[src/rtl/boot_loader_pkg.sv]
// rtl/boot_loader_pkg.sv - shared state encoding and word-geometry helpers for the boot ROM loader
//
// Contents:
//   loader_state_t  : IDLE / FETCH / WRITE / DONE
//   bytes_per_word  : bytes in one write word for a given data width
//   lane_width      : bits needed to index a byte lane (never less than 1)

package boot_loader_pkg;

  typedef enum logic [1:0] {
    IDLE  = 2'd0,
    FETCH = 2'd1,
    WRITE = 2'd2,
    DONE  = 2'd3
  } loader_state_t;

  function automatic int bytes_per_word(input int data_width);
    return data_width / 8;
  endfunction

  // A single-byte word still needs a 1-bit lane register to stay legal.
  function automatic int lane_width(input int bytes);
    return (bytes > 1) ? $clog2(bytes) : 1;
  endfunction

endpackage

[src/rtl/boot_rom_loader.sv]
// rtl/boot_rom_loader.sv - copies a byte ROM image into word-wide memory writes
//
// Ports:
//   clock         : single clock, rising edge
//   reset         : synchronous, active-high
//   start         : begin a copy (honoured only in IDLE or DONE)
//   rom_address   : byte address presented to the ROM image
//   rom_byte      : combinational ROM data for rom_address
//   mem_address   : byte address of the current write word
//   mem_data      : assembled little-endian write word
//   mem_valid     : write request (held in WRITE)
//   mem_ready     : write accept
//   busy          : high in FETCH or WRITE
//   done          : high in DONE
//   words_written : completed write handshakes since the last start
//   checksum_ok   : image checksum result
//
// Build option BOOT_CHECKSUM_EN: keeps a modulo-256 sum of every latched
// byte; checksum_ok is 1 only in DONE when the sum matches EXPECTED_CHECKSUM.
// Without it checksum_ok is tied to 1.

module boot_rom_loader
  import boot_loader_pkg::*;
#(
  parameter int          DATA_WIDTH        = 32,
  parameter int          ROM_DEPTH         = 224,
  parameter logic [31:0] BASE_ADDR         = 32'd0,
  parameter logic [7:0]  EXPECTED_CHECKSUM = 8'd0
) (
  input  logic                  clock,
  input  logic                  reset,
  input  logic                  start,
  output logic [31:0]           rom_address,
  input  logic [7:0]            rom_byte,
  output logic [31:0]           mem_address,
  output logic [DATA_WIDTH-1:0] mem_data,
  output logic                  mem_valid,
  input  logic                  mem_ready,
  output logic                  busy,
  output logic                  done,
  output logic [31:0]           words_written,
  output logic                  checksum_ok
);

  localparam int                BYTES        = bytes_per_word(DATA_WIDTH);
  localparam int                LANE_W       = lane_width(BYTES);
  localparam logic [31:0]       LP_DEPTH     = 32'(ROM_DEPTH);
  localparam logic [31:0]       LP_BYTES     = 32'(BYTES);
  localparam logic [LANE_W-1:0] LP_LAST_LANE = LANE_W'(BYTES - 1);

  loader_state_t r_state;
  loader_state_t w_next_state;

  logic [31:0]           r_byte_count;
  logic [LANE_W-1:0]     r_lane;
  logic [31:0]           r_mem_address;
  logic [DATA_WIDTH-1:0] r_mem_data;
  logic [31:0]           r_words_written;

  logic w_word_full;
  logic w_image_end;
  logic w_start_copy;
  logic w_handshake;

  // The byte being latched this cycle closes the word if it fills the top
  // lane or is the last byte of the image.
  assign w_word_full  = (r_lane == LP_LAST_LANE) || (r_byte_count == LP_DEPTH - 32'd1);
  assign w_image_end  = (r_byte_count == LP_DEPTH);
  assign w_start_copy = ((r_state == IDLE) || (r_state == DONE)) && start;
  assign w_handshake  = (r_state == WRITE) && mem_ready;

  always_ff @(posedge clock) begin
    if (reset) begin
      r_state <= IDLE;
    end else begin
      r_state <= w_next_state;
    end
  end

  always_comb begin
    w_next_state = r_state;
    busy         = 1'b0;
    done         = 1'b0;
    mem_valid    = 1'b0;
    case (r_state)
      IDLE: begin
        if (start) w_next_state = FETCH;
      end
      FETCH: begin
        busy = 1'b1;
        if (w_word_full) w_next_state = WRITE;
      end
      WRITE: begin
        busy      = 1'b1;
        mem_valid = 1'b1;
        if (mem_ready) w_next_state = w_image_end ? DONE : FETCH;
      end
      DONE: begin
        done = 1'b1;
        if (start) w_next_state = FETCH;
      end
      default: w_next_state = IDLE;
    endcase
  end

  // Datapath. mem_data starts every word at zero, so lanes left unfilled by
  // a short final word read back as zero without extra masking.
  always_ff @(posedge clock) begin
    if (reset || w_start_copy) begin
      r_byte_count    <= 32'd0;
      r_lane          <= '0;
      r_mem_address   <= BASE_ADDR;
      r_mem_data      <= '0;
      r_words_written <= 32'd0;
    end else if (r_state == FETCH) begin
      r_mem_data[{r_lane, 3'b000} +: 8] <= rom_byte;
      r_byte_count                      <= r_byte_count + 32'd1;
      r_lane                            <= w_word_full ? '0 : r_lane + LANE_W'(1);
    end else if (w_handshake) begin
      r_words_written <= r_words_written + 32'd1;
      r_mem_address   <= r_mem_address + LP_BYTES;
      if (!w_image_end) r_mem_data <= '0;
    end
  end

  assign rom_address   = r_byte_count;
  assign mem_address   = r_mem_address;
  assign mem_data      = r_mem_data;
  assign words_written = r_words_written;

`ifdef BOOT_CHECKSUM_EN
  logic [7:0] r_sum;

  always_ff @(posedge clock) begin
    if (reset || w_start_copy) begin
      r_sum <= 8'd0;
    end else if (r_state == FETCH) begin
      r_sum <= r_sum + rom_byte;
    end
  end

  assign checksum_ok = (r_state == DONE) && (r_sum == EXPECTED_CHECKSUM);
`else
  logic [7:0] w_unused_expected_checksum;

  assign w_unused_expected_checksum = EXPECTED_CHECKSUM;
  assign checksum_ok                = 1'b1;
`endif

endmodule

[config.mk]
export PLATFORM = sky130hd
export DESIGN_NAME = boot_rom_loader
export DESIGN_NICKNAME = d
export VERILOG_FILES = /design/src/rtl/boot_loader_pkg.sv /design/src/rtl/boot_rom_loader.sv
export SDC_FILE = /design/constraint.sdc
export NUM_CORES = 1
export LEC_CHECK = 0
export CAP_MARGIN = 40
export CELL_PAD_IN_SITES_DETAIL_PLACEMENT = 0
export CELL_PAD_IN_SITES_GLOBAL_PLACEMENT = 1
export CORE_MARGIN = 3
export CORE_UTILIZATION = 39
export DETAILED_ROUTE_END_ITERATION = 8
export GPL_TIMING_DRIVEN = 1
export PLACE_DENSITY_LB_ADDON = 0.1
export SYNTH_ARGS = -nofsm -noshare
export SYNTH_HDL_FRONTEND = slang
export SYNTH_SLANG_ARGS = --single-unit
[constraint.sdc]
create_clock -name clock -period 3.8 [get_ports clock]
set_input_delay 0.95 -clock clock [delete_from_list [all_inputs] [get_ports clock]]
set_output_delay 0.95 -clock clock [all_outputs]
set_load 0.01 [all_outputs]
==> flow_summary.toml <==
[die]
initial_core_util_pct = 40.3
ioPinCount = 144
die_area_um2 = 15900
core_um2 = 14000
die_x_um = 126
fp-row-count = 43
fp.dieH_um = 126

[logic_synthesis]
ys_async_sr_fraction_pct = 0
netlist_instances = 606
yosysMostFrequentCell = "dfxtp_1"
syn-cell-area_um2 = 5630
ys_types = 48
synth-edff-count = 0
synth-main-ff-cell = "dfxtp_1"
netlist_top_cells_count = "dfxtp_1, nor2_1, xor2_1"
synthTopCellsByArea = "dfxtp_1, xor2_1, nor2_1"
ys_seq_area_share_pct = 46.2
ys_ff_latch = 130
yosysWarnings = 0
synth_top_area_share_pct = 46.2
yosysTopAreaCell = "dfxtp_1"
avgSynthCellArea_um2 = 9.30

[timing]
slew_viol_final = 0
fmax_mhz = 353
slew_headroom_pct = 46.4
min_period_over_period_pct = 74.6
tns_ns = 0
setup_viol = 0
tightestPinTransition_ns = 0.805
finalWorstPathRequiredPeriod_ns = 2.83
skew_ns = 0.00593
rsz0062_at_grt = "no"
finalHoldViolCount = 0

[worst_setup_path]
r2r-start = "r_state[1]"
critPathMostFrequentCell = "inv_1"
endpoint_kind = "output port"
crit_start = "r_state[0]"
cp.required_ns = 2.85
cp.arrival_ns = 1.88
worstPathMaxFanout = 5
worst_path_largest_cell_delay_ns = 0.55
critical_path_class = "flip-flop to output port"
worstPathCellList = "inv_1 -> ha_1 -> inv_1 -> clkdlybuf4s50_1"
cp_slowest_cell = "clkdlybuf4s50_1"
worstSetupStartpointType = "flip-flop"

[cells_and_area]
seqCellArea_um2 = 2600
multi_input_comb_area_um2 = 2880
syn_to_final_growth_pct = 38.8
diodes = 0
fillers = 1298
fin_nets = 777
drive_gt1_share_pct = 7.05

[drt]
first_iter_violations = 304
drt-total-wl_um = 14300
wl_per_cell_um = 15.1
vias = 4942
dr.pass1.iters = 6
antenna_violating_nets_post_route = 0
route.detailed.drc = 0
post_drt_via_cell_ratio = 5.22

[global_routing]
grt_usage_pct = 18.1
grt_pass1_wl_um = 23700
antenna_found_initial = 1
grt_start_max_net_pins = 67
grt-ovfl-total = 0
grt_pass1_vias = 4725

[cts]
clkLatencyLatePin_ns = 0.41
holdBufCountCts = 0
root_buffer = "clkbuf_16"
numClockSinks = 130
post_cts.resized_instances = 0
cts_setup_buffers = 0
clockBufferDepth = 2
cts_tree = "done"
h-tree-depth = 4
clkTransAtPathRegs_ns = 0.06
cts_buffers = 17

[pwr]
power_density_nw_per_um2 = 454
total_power_w = 0.00355
vdd_drop_max_v = 0.000320
leakage_nw = 2.74

[flow_run]
maxCapViolations = 0

[worst_hold_path]
worstHoldPathType = "flip-flop to flip-flop"
hp-start = "mem_data[18]"

[place]
gp_congestion = 0.790
portBuffers = 140
dp.final_hpwl_um = 10100

[outcome]
status = "finished clean"
==> routing by layer <==
layer	vias up	wire length, µm	track usage, %
met5	-	18	0
met3	16	771	5.34
met1	2372	6650	24.0
met4	2	172	6.18
met2	114	6650	28.2
li1	2438	-	-
==> metrics by stage <==
stage,instance area [µm²],setup slack (ns),instances,utilization [%],hold slack [ns]
floorplan,5640,1.32,607,-,0.476
global placement,7230,0.716,913,51.7,0.460
detailed placement,7250,0.661,914,51.9,0.467
CTS,7820,0.923,946,55.9,0.483
global route,7820,0.790,946,55.9,0.499
finish,7820,0.966,946,55.9,0.481
==> cell families after synthesis <==
logic type	after synthesis	share of synthesized area (%)
muxes	4	0.711
and+or+nand+nor	272	25.1
adders and majority gates	12	2.66
buffers and inverters	36	2.86
DFF	130	46.2
other	2	0.133
xor gates and xnor gates	78	12.1
AOI/OAI and AO/OA	72	10.2
==> cell usage in the layout (no fill, tap or decap), drive strengths merged, types with 16 or more instances in the layout <==
master | Yosys | final
nand3 | 37 | 37
xnor2 | 25 | 25
a22o | 32 | 32
nand2 | 33 | 33
dfxtp | 130 | 130
xor2 | 53 | 53
clkbuf | 13 | 21
clkdlybuf4s50 | 0 | 140
nor2 | 94 | 94
nor4 | 16 | 16
nand4 | 27 | 27
==> worst paths after layout <==
| kind | endpoint | slack, ns | cells after the start |
|---|---|---|---|
| min reg2reg | mem_data[18] | 0.48 | 1 |
| max | busy | 0.97 | 4 |
| min | mem_data[18] | 0.48 | 1 |
| max reg2reg | words_written[31] | 1.04 | 7 |
==> where the power goes <==
group | total (W) | internal [W] | switching (W) | leakage [nW]
Combinational | 0.000558 | 0.000212 | 0.000346 | 1.42
Clock | 0.00156 | 0.000974 | 0.000582 | 0.272
Sequential | 0.00143 | 0.00140 | 0.0000367 | 1.05
Total | 0.00355 | 0.00258 | 0.000964 | 2.74
==> cell type report <==
type,count,area share [%]
multi-input combinational,441,36.9
sequential,130,33.3
timing repair buffer,150,19.1
clock buffer,21,5.76
tap,180,2.88
clock inverter,11,1.44
inverter,13,0.624
==> registers in the layout (all words and copies together) (netlist names) <==
name,flops
mem_data,32
rom_address,32
words_written,32
mem_address,30
r_lane,2
r_state,2
==> critical path, delay by kind of cell, from the launching register on <==
family	cells	cell delay (ns)
adder cells (fa/ha/maj)	1	0.35
flip-flops	1	0.41
buffers and inverters	3	0.71
(Power assumes the default switching activity.)
